$ cat src/rtl/hdmi_video_pkg.sv
// Shared video definitions: pixel format, overlay key colour and mixer state encoding.
package hdmi_video_pkg;

  localparam int PIXEL_W = 24;

  typedef logic [PIXEL_W-1:0] pixel_t;

  localparam pixel_t KEY_COLOUR = 24'hFF00FF;

  typedef enum logic [1:0] {
    ST_IDLE  = 2'd0,
    ST_RUN   = 2'd1,
    ST_FAULT = 2'd2
  } mixer_state_e;

endpackage

$ cat src/rtl/overlay_mixer_if.sv
// Raster-order overlay pixel stream from the DDR reader into the mixer.
interface overlay_mixer_if;
  import hdmi_video_pkg::*;

  pixel_t ovlData;
  logic   ovlValid;
  logic   ovlReady;

  modport master (output ovlData, output ovlValid, input ovlReady);
  modport slave  (input ovlData, input ovlValid, output ovlReady);

endinterface

$ cat src/rtl/overlay_mixer_sync_fifo.sv
// Single-clock FIFO with registered read data; flush takes priority over push and pop.
module sync_fifo #(
  parameter int WIDTH = 24,
  parameter int DEPTH = 16
) (
  input  logic             clk_i,
  input  logic             rst_ni,
  input  logic             push_i,
  input  logic [WIDTH-1:0] data_i,
  input  logic             pop_i,
  input  logic             flush_i,
  output logic [WIDTH-1:0] data_o,
  output logic             full_o,
  output logic             empty_o
);
  localparam int AW = $clog2(DEPTH);

  logic [WIDTH-1:0] mem_q [DEPTH];
  logic [AW:0]      wr_ptr_q, rd_ptr_q;
  logic [WIDTH-1:0] data_q;
  logic             do_push, do_pop;

  // Extra pointer MSB distinguishes full from empty when the indices match.
  assign empty_o = (wr_ptr_q == rd_ptr_q);
  assign full_o  = (wr_ptr_q[AW] != rd_ptr_q[AW]) &&
                   (wr_ptr_q[AW-1:0] == rd_ptr_q[AW-1:0]);
  assign do_push = push_i && !full_o && !flush_i;
  assign do_pop  = pop_i && !empty_o && !flush_i;
  assign data_o  = data_q;

  always_ff @(posedge clk_i) begin
    if (do_push) begin
      mem_q[wr_ptr_q[AW-1:0]] <= data_i;
    end
  end

  always_ff @(posedge clk_i) begin
    if (!rst_ni) begin
      wr_ptr_q <= '0;
      rd_ptr_q <= '0;
      data_q   <= '0;
    end else if (flush_i) begin
      wr_ptr_q <= '0;
      rd_ptr_q <= '0;
    end else begin
      if (do_push) wr_ptr_q <= wr_ptr_q + 1'b1;
      if (do_pop) begin
        rd_ptr_q <= rd_ptr_q + 1'b1;
        data_q   <= mem_q[rd_ptr_q[AW-1:0]];
      end
    end
  end

endmodule

$ cat src/rtl/overlay_mixer.sv
// Mixes a keyed overlay stream over background video inside a clamped window; 2-cycle latency.
module overlay_mixer
  import hdmi_video_pkg::*;
#(
  parameter int hPixels   = 1280,
  parameter int vPixels   = 720,
  parameter int hBusWidth = 12,
  parameter int vBusWidth = 12,
  parameter int ovlWidth  = 256,
  parameter int ovlHeight = 128,
  parameter int fifoDepth = 16
) (
  input  logic                 clock,
  input  logic                 masterReset_n,
  input  logic                 DE_in,
  input  logic                 HSYNC_in,
  input  logic                 VSYNC_in,
  input  logic [hBusWidth-1:0] hCount,
  input  logic [vBusWidth-1:0] vCount,
  input  pixel_t               bgPixel,
  input  logic [hBusWidth-1:0] ovlX,
  input  logic [vBusWidth-1:0] ovlY,
  input  logic                 enable,
  overlay_mixer_if.slave       ovl,
  output logic                 frameStart,
  output logic                 DE_out,
  output logic                 HSYNC_out,
  output logic                 VSYNC_out,
  output pixel_t               pixelOut,
  output logic                 underflow
);
  localparam logic [hBusWidth:0] X_MAX = (hBusWidth+1)'(hPixels - ovlWidth);
  localparam logic [vBusWidth:0] Y_MAX = (vBusWidth+1)'(vPixels - ovlHeight);
  localparam logic [hBusWidth:0] OVL_W = (hBusWidth+1)'(ovlWidth);
  localparam logic [vBusWidth:0] OVL_H = (vBusWidth+1)'(ovlHeight);

  mixer_state_e         state_q;
  logic                 vsync_prev_q, frame_start_q, enable_q, underflow_q;
  logic [hBusWidth-1:0] org_x_q, x_clamp;
  logic [vBusWidth-1:0] org_y_q, y_clamp;
  logic                 de1_q, hs1_q, vs1_q, use_ovl1_q;
  pixel_t               bg1_q;
  logic                 de2_q, hs2_q, vs2_q;
  pixel_t               pix_q, pix_d;

  logic                 frame_rise, in_window, pop_req, underflow_hit;
  logic                 fifo_full, fifo_empty, fifo_push;
  pixel_t               fifo_data;
  logic [hBusWidth:0]   h_ext, x_lo, x_hi;
  logic [vBusWidth:0]   v_ext, y_lo, y_hi;

  assign frame_rise = VSYNC_in && !vsync_prev_q;
  assign x_clamp    = ({1'b0, ovlX} > X_MAX) ? X_MAX[hBusWidth-1:0] : ovlX;
  assign y_clamp    = ({1'b0, ovlY} > Y_MAX) ? Y_MAX[vBusWidth-1:0] : ovlY;

  // One extra bit on every compare so the window end never wraps.
  assign h_ext = {1'b0, hCount};
  assign v_ext = {1'b0, vCount};
  assign x_lo  = {1'b0, org_x_q};
  assign y_lo  = {1'b0, org_y_q};
  assign x_hi  = x_lo + OVL_W;
  assign y_hi  = y_lo + OVL_H;

  assign in_window = DE_in && (h_ext >= x_lo) && (h_ext < x_hi) &&
                     (v_ext >= y_lo) && (v_ext < y_hi);

  // Pops happen even with the overlay disabled so the stream stays raster-aligned.
  assign pop_req       = in_window && (state_q == ST_RUN) && !frame_rise;
  assign underflow_hit = pop_req && fifo_empty;

  assign ovl.ovlReady = !fifo_full && (state_q != ST_IDLE) && !frame_start_q;
  assign fifo_push    = ovl.ovlValid && ovl.ovlReady;

  sync_fifo #(
    .WIDTH (PIXEL_W),
    .DEPTH (fifoDepth)
  ) u_fifo (
    .clk_i   (clock),
    .rst_ni  (masterReset_n),
    .push_i  (fifo_push),
    .data_i  (ovl.ovlData),
    .pop_i   (pop_req),
    .flush_i (frame_rise),
    .data_o  (fifo_data),
    .full_o  (fifo_full),
    .empty_o (fifo_empty)
  );

  always_comb begin
    pix_d = bg1_q;
    if (!de1_q) begin
      pix_d = '0;
    end else if (use_ovl1_q && (fifo_data != KEY_COLOUR)) begin
      pix_d = fifo_data;
    end
  end

  always_ff @(posedge clock) begin
    if (!masterReset_n) begin
      state_q       <= ST_IDLE;
      // Held high so a VSYNC already asserted when reset lifts is not taken as a new frame.
      vsync_prev_q  <= 1'b1;
      frame_start_q <= 1'b0;
      enable_q      <= 1'b0;
      underflow_q   <= 1'b0;
      org_x_q       <= '0;
      org_y_q       <= '0;
      de1_q         <= 1'b0;
      hs1_q         <= 1'b0;
      vs1_q         <= 1'b0;
      use_ovl1_q    <= 1'b0;
      bg1_q         <= '0;
      de2_q         <= 1'b0;
      hs2_q         <= 1'b0;
      vs2_q         <= 1'b0;
      pix_q         <= '0;
    end else begin
      vsync_prev_q  <= VSYNC_in;
      frame_start_q <= frame_rise;
      if (frame_rise) begin
        state_q  <= ST_RUN;
        org_x_q  <= x_clamp;
        org_y_q  <= y_clamp;
        enable_q <= enable;
      end else if (underflow_hit) begin
        state_q     <= ST_FAULT;
        underflow_q <= 1'b1;
      end
      de1_q      <= DE_in;
      hs1_q      <= HSYNC_in;
      vs1_q      <= VSYNC_in;
      bg1_q      <= bgPixel;
      use_ovl1_q <= pop_req && !fifo_empty && enable_q;
      de2_q      <= de1_q;
      hs2_q      <= hs1_q;
      vs2_q      <= vs1_q;
      pix_q      <= pix_d;
    end
  end

  assign frameStart = frame_start_q;
  assign underflow  = underflow_q;
  assign DE_out     = de2_q;
  assign HSYNC_out  = hs2_q;
  assign VSYNC_out  = vs2_q;
  assign pixelOut   = pix_q;

endmodule
$ cat src/flat_wrapper.sv
// flat-port wrapper written by rule: the top's interface ports become plain ports
module overlay_mixer_flat import hdmi_video_pkg::*;
#(
  parameter int hPixels   = 1280,
  parameter int vPixels   = 720,
  parameter int hBusWidth = 12,
  parameter int vBusWidth = 12,
  parameter int ovlWidth  = 256,
  parameter int ovlHeight = 128,
  parameter int fifoDepth = 16
)
  (clock, masterReset_n, DE_in, HSYNC_in, VSYNC_in, hCount, vCount, bgPixel, ovlX, ovlY, enable, frameStart, DE_out, HSYNC_out, VSYNC_out, pixelOut, underflow, ovl_ovlData, ovl_ovlValid, ovl_ovlReady);
  overlay_mixer_if ovl_i ();
  input  logic clock;
  input  logic masterReset_n;
  input  logic DE_in;
  input  logic HSYNC_in;
  input  logic VSYNC_in;
  input  logic [hBusWidth-1:0] hCount;
  input  logic [vBusWidth-1:0] vCount;
  input  pixel_t bgPixel;
  input  logic [hBusWidth-1:0] ovlX;
  input  logic [vBusWidth-1:0] ovlY;
  input  logic enable;
  output logic frameStart;
  output logic DE_out;
  output logic HSYNC_out;
  output logic VSYNC_out;
  output pixel_t pixelOut;
  output logic underflow;
  input wire logic [$bits(ovl_i.ovlData)-1:0] ovl_ovlData;
  input wire logic [$bits(ovl_i.ovlValid)-1:0] ovl_ovlValid;
  output wire logic [$bits(ovl_i.ovlReady)-1:0] ovl_ovlReady;
  assign ovl_i.ovlData = ovl_ovlData;
  assign ovl_i.ovlValid = ovl_ovlValid;
  assign ovl_ovlReady = ovl_i.ovlReady;
  overlay_mixer #(.hPixels(hPixels), .vPixels(vPixels), .hBusWidth(hBusWidth), .vBusWidth(vBusWidth), .ovlWidth(ovlWidth), .ovlHeight(ovlHeight), .fifoDepth(fifoDepth)) u_core (.clock(clock), .masterReset_n(masterReset_n), .DE_in(DE_in), .HSYNC_in(HSYNC_in), .VSYNC_in(VSYNC_in), .hCount(hCount), .vCount(vCount), .bgPixel(bgPixel), .ovlX(ovlX), .ovlY(ovlY), .enable(enable), .ovl(ovl_i), .frameStart(frameStart), .DE_out(DE_out), .HSYNC_out(HSYNC_out), .VSYNC_out(VSYNC_out), .pixelOut(pixelOut), .underflow(underflow));
endmodule
$ cat config.mk
export PLATFORM = sky130hd
export DESIGN_NAME = overlay_mixer_flat
export DESIGN_NICKNAME = d
export VERILOG_FILES = /design/src/rtl/hdmi_video_pkg.sv /design/src/rtl/overlay_mixer_if.sv /design/src/rtl/overlay_mixer_sync_fifo.sv /design/src/rtl/overlay_mixer.sv /design/src/flat_wrapper.sv
export SDC_FILE = /design/constraint.sdc
export NUM_CORES = 1
export LEC_CHECK = 0
export ABC_AREA = 1
export BUFFER_PORTS_ARGS = -buffer_cell sky130_fd_sc_hd__buf_2
export CAP_MARGIN = 0
export CORE_ASPECT_RATIO = 0.8
export CORE_MARGIN = 2
export CORE_UTILIZATION = 55
export CTS_BUF_LIST = sky130_fd_sc_hd__clkbuf_8
export DETAILED_ROUTE_END_ITERATION = 8
export PLACE_DENSITY_LB_ADDON = 0.3
export SLEW_MARGIN = 20
export SYNTH_ARGS = -nofsm -noshare
export SYNTH_HDL_FRONTEND = slang
export SYNTH_SLANG_ARGS = --single-unit
export TNS_END_PERCENT = 100
$ cat constraint.sdc
create_clock -name clock -period 9.1 [get_ports clock]
set_input_delay 1.82 -clock clock [delete_from_list [all_inputs] [get_ports clock]]
set_output_delay 1.82 -clock clock [all_outputs]
set_load 0.1 [all_outputs]
# Word level (Yosys, flattened, before mapping)
# Memory sizes are Yosys's and may differ from the RTL's. A register that Yosys moved wholly into a read port is not among the register bits.
# Cells that the tools add are included.
# word_totals
input_bits,103
n_memories,1
latch_bits,0
word_cells,74
ramBits,384
mem_bits_ro,0
output_inout_bits,30
reg_bits,95
# op_classes
bitwise_logic,2
n_eq_ne,5
n_shift,0
n_mux,7
addsub,4
n_div,0
multipliers,0
reduce_logical,30
magnitude_cmp,6
# memory_table
memory,depth,word_bits,rd,rd_ports_with_merged_regs,wr,line_no,rtl
u_core.u_fifo.mem_q,16,24,1,1,1,overlay_mixer_sync_fifo.sv:18,logic [WIDTH-1:0] mem_q [DEPTH];
# ops
cell,count
12-bit by 13-bit less-than comparator with 1-bit output,2
12-bit greater-or-equal comparator,2
12-bit two-way mux,2
24-bit two-way mux,1
24-bit != test (second input constant),1
1-bit logical AND,18
12-bit by 8-bit adder with 13-bit output (second input constant),1
12-bit by 9-bit adder with 13-bit output (second input constant),1
12-bit by 10-bit > comparator with 1-bit output (second input constant),1
12-bit by 11-bit > comparator with 1-bit output (second input constant),1
5-bit by 1-bit adder with 5-bit output (second input constant),2
1-bit logical NOT,6
2-bit AND reduction,3
5-bit equality test,1
4-bit equality test,1
1-bit two-way mux,4
2-bit nonzero test,2
2-bit by 1-bit equality test with 1-bit output (second input constant),1
1-bit NOT,2
2-bit OR reduction,1
1-bit != test,1

# Longest topological paths before layout
# logic_depth
ltp_word,10
mapped_depth,16
mapped_depth_nobuf,15

# Hierarchy
# A second synthesis with hierarchy kept.
# unflattened
cells_unflattened,2450
area_unflattened_um2,22377.7
# by_module_without_submodules
module,cells_each,seq_area_each_um2,area_per_inst_um2,instances
sync_fifo,1909,12211.7,18387.6,1
overlay_mixer,541,1701.6,3990.1,1

# Least setup slack after synthesis
# No wires, ideal clock.
# synth_path
path_type,input to register
start,in VSYNC_in
end,"mem u_core.u_fifo.mem_q[7][0], enable pin"
n_path_buf,0
path_slack_ps,4819
arrival_ps,3845
setup_ps,435
required_time_ps,8665
path_stages,5
cell_sequence,inv_1 -> nor2_1 -> inv_1 -> nand3_4 -> nor3_1
# synth_via
elab_chain_cells,5
# synth_rtl
element,line_no,rtl
"start, declared",flat_wrapper.sv:18,input logic VSYNC_in;
1-bit logical AND,overlay_mixer.sv:52,assign frame_rise = VSYNC_in && !vsync_prev_q;
1-bit logical NOT,overlay_mixer_sync_fifo.sv:27,assign do_push = push_i && !full_o && !flush_i;
1-bit logical AND,overlay_mixer_sync_fifo.sv:27,
1-bit two-way mux,overlay_mixer_sync_fifo.sv:32,if (do_push) begin
1-bit two-way mux (implied by the code),overlay_mixer_sync_fifo.sv:33,mem_q[wr_ptr_q[AW-1:0]] <= data_i;
"end, declared",overlay_mixer_sync_fifo.sv:18,
# No other way between the ends.

# Worst setup path in the final report
# layout_path
start,reg u_core.u_fifo.rd_ptr_q[2]
end,out ovl_ovlReady
# layout_via
elab_chain_cells,5
# layout_rtl
element,line_no,rtl
"start, declared",overlay_mixer_sync_fifo.sv:19,"logic [AW:0] wr_ptr_q, rd_ptr_q;"
"start signal, assigned",overlay_mixer_sync_fifo.sv:48,rd_ptr_q <= rd_ptr_q + 1'b1;
4-bit equality test,overlay_mixer_sync_fifo.sv:26,(wr_ptr_q[AW-1:0] == rd_ptr_q[AW-1:0]);
1-bit logical AND,overlay_mixer_sync_fifo.sv:25,assign full_o = (wr_ptr_q[AW] != rd_ptr_q[AW]) &&
1-bit logical NOT,overlay_mixer.sv:71,assign ovl.ovlReady = !fifo_full && (state_q != ST_IDLE) && !frame_start_q;
1-bit logical AND (2 in a row),overlay_mixer.sv:71,
"end, declared",flat_wrapper.sv:33,output wire logic [$bits(ovl_i.ovlReady)-1:0] ovl_ovlReady;
# No other way between the ends.

==> impl_metrics.csv <==
group,metric,value,unit
run_status,status,"finished clean",
drt,wl,49.6,mm
layout,fin_nets,2253,
global_routing,grt_pass1_vias,14036,
timing,fin_crit,4.30,ns
critical_path,cp_data_arrival_time,2.48,ns
power,leakage,9.10,nW
clock_network,cts_setup_buffers,0,
yosys,synth_area_leaders,"edfxtp_1 55%, dfxtp_1 11%, nor2_1 7.5%",
min_path,hold_path.class,"flip-flop to flip-flop",
floorplan,die_h,178,um
yosys,synth-seq-cells,503,
timing,tightest_slew,1.07,ns
yosys,synth_nets,2118,
critical_path,rrSetupSlack,5.05,ns
critical_path,worstSetupPathType,"flip-flop to output pin",
min_path,hold_path_depth,2,
yosys,syn_avg_cell_area,10.5,um^2
yosys,ys_top_cells_by_count,"416 x nor2_1, 384 x edfxtp_1, 262 x nand2_1",
yosys,postSynthCellCount,1975,
global_routing,grtUsageMet2,39.8,%
floorplan,io_pins,133,
critical_path,critPathMaxFanout,54,
yosys,yosysTopAreaCellShare,55.5,%
global_routing,grt_max_degree,109,
drt,drtIter0Drc,1411,
global_routing,grt.busiest_layer,"met2",
global_routing,antenna_found_initial,3,
floorplan,core_area,0.0371,mm^2
yosys,yosysWarnings,0,
clock_network,root_buffer,"clkbuf_8",
yosys,synth.most_common_cell,"nor2_1",
yosys,synth-edff-count,384,
job,cap_violations,0,
clock_network,insertion_delay,0.65,ns
critical_path,cp-end-kind,"output pin",
layout,nFillCells,2954,
timing,setup_viol,0,
yosys,async_flop_share,0,%
floorplan,rows,63,
critical_path,worst_setup_path_start_kind,"flip-flop",
clock_network,htree_levels,3,
global_routing,overflow,0,
drt,vias,14490,
layout,syn_to_final_growth,11.5,%
timing,skew,0.0349,ns
yosys,syn-cell-area,0.0208,mm^2
layout,drive_gt1_share,13.2,%
drt,drc_errors,0,
clock_network,clock_sink_count,503,
place,dp_hpwl,28.7,mm
drt,routedWlPerCell,18.7,um
critical_path,r2r_cells,11,
timing,drv_slew,0,
clock_network,cts.path.max_buffers,3,
place,gp_congestion,0.886,
timing,finalHoldViolations,0,
timing,finalWorstSetupSlack,4.80,ns
drt,antenna_left,0,
floorplan,die_w,221,um
global_routing,grtUsageMet3,6.09,%
clock_network,cts-hold-fix-buffers,0,
power,total_power,4.35,mW
global_routing,grtUsageMet1,34.6,%
place,port_buffers,132,
floorplan,die-area,0.0394,mm^2
drt,vias_per_cell,5.46,
clock_network,post_cts_resized,0,
drt,first_pass_iters,5,
place,place_ws,4.91,ns
global_routing,grt.total_usage,25.5,%
timing,max_clock_freq,0.233,GHz
global_routing,grt_pass1_wl,76.6,mm
yosys,dominantRegCellSynth,"edfxtp_1",
power,ir_drop,0.132,mV
layout,stdcell_count,2655,
yosys,seq_area_frac_synth,66.9,%
clock_network,cts_buffers,78,
yosys,ys_types,38,
timing,relSlewSlack,28.8,%
clock_network,clk_pin_slew,0.06,ns
timing,rsz0062_at_grt,"no",
floorplan,start_util,56.0,%
critical_path,required,7.28,ns
timing,finalSetupTns,0,ns
timing,finalCritPeriodShare,47.2,%
yosys,yosys.area.top_type,"edfxtp_1",
power,power_density,188,mW/mm^2
place,post-place-cells,2517,
clock_network,cts_tree,"built",
==> critical path: stages, from the launching register on <==
cell and delay, ns:
dfxtp_2 0.31, buf_4 0.58, xor2_1 0.20, nor2_1 0.08, nand3_1 0.07, nand2_1 0.06, inv_2 0.07, buf_2 0.44
==> metal layers <==
layer | wire length [um] | vias up | part of all wire, %
met5 | 14 | - | 0.028
met4 | 1770 | 2 | 3.6
met3 | 4010 | 116 | 8.1
met2 | 22700 | 525 | 46
met1 | 21100 | 6828 | 43
li1 | - | 7019 | -
==> sequential cells by signal (all words and copies together) (netlist names), 2 cells and up <==
register and count:
u_core.bg1_q 24, u_core.u_fifo.wr_ptr_q 5, u_core.org_y_q 12, u_core.u_fifo.mem_q 384, u_core.u_fifo.data_o 24, u_core.u_fifo.rd_ptr_q 5, u_core.org_x_q 12, u_core.pixelOut 24
u_core.state_q 2
==> logic make-up after synthesis <==
group,count (synthesis),share of synthesized area [%]
adders and majority gates,40,2.41
and+or+nand+nor,787,15.3
AOI/OAI and AO/OA,370,9.42
xor gates and xnor gates,13,0.548
DFF,503,66.9
buffers and inverters,262,5.43
==> cell type report <==
cell class | instances | area [um^2] | area share, %
inverter | 156 | 588 | 2.54
tap | 487 | 609 | 2.63
multi-input combinational | 1210 | 5790 | 25.0
clock inverter | 54 | 260 | 1.12
sequential | 503 | 13900 | 60.1
antenna | 2 | 5.00 | 0.0216
clock buffer | 82 | 1130 | 4.87
timing repair buffer | 161 | 878 | 3.79
==> layout by cell type (no fill, tap or decap), types with 2 or more instances in the layout <==
master | synthesis | final
a21oi_1 | 47 | 47
buf_2 | 29 | 132
inv_2 | 5 | 5
edfxtp_1 | 384 | 384
clkinvlp_4 | 0 | 3
nand3b_1 | 4 | 4
nor2_2 | 2 | 18
o21bai_1 | 2 | 2
o21ai_1 | 28 | 28
nand4_1 | 36 | 36
nor4_1 | 3 | 3
inv_6 | 0 | 2
and3_1 | 2 | 2
clkinv_1 | 1 | 19
xor2_1 | 10 | 10
ha_1 | 40 | 40
nand3_1 | 57 | 57
o32ai_1 | 3 | 3
inv_1 | 150 | 174
diode_2 | 0 | 2
nor2_1 | 416 | 400
dfxtp_1 | 119 | 116
o22ai_1 | 49 | 49
buf_4 | 8 | 29
o21ai_0 | 231 | 231
a211oi_1 | 5 | 5
clkbuf_8 | 0 | 82
dfxtp_4 | 0 | 2
nand2_1 | 262 | 262
clkinv_2 | 0 | 4
xnor2_1 | 3 | 3
==> through the flow <==
stage / util (%) / area [um^2] / hold WS, ns
final: 62.4 / 23200 / 0.411
after detailed placement: 58.7 / 21800 / 0.403
after global routing: 62.4 / 23200 / 0.444
after global placement: 58.7 / 21800 / 0.394
after floorplan: - / 20800 / 0.390
after CTS: 62.4 / 23200 / 0.413
==> power breakdown <==
group	switching, mW	internal, mW	leakage (nW)
Combinational	0.109	0.0454	3.88
Clock	0.852	0.862	0.794
Sequential	0.00444	2.48	4.42
Total	0.965	3.39	9.10
==> final timing paths <==
path | from | to
worst max-delay path | u_core.u_fifo.rd_ptr_q[2] | ovl_ovlReady
worst min-delay path | u_core.hs1_q | u_core.HSYNC_out
worst max register to register | u_core.u_fifo.rd_ptr_q[0] | u_core.u_fifo.data_o[18]
worst min register to register | u_core.hs1_q | u_core.HSYNC_out
(Power assumes the default switching activity.)
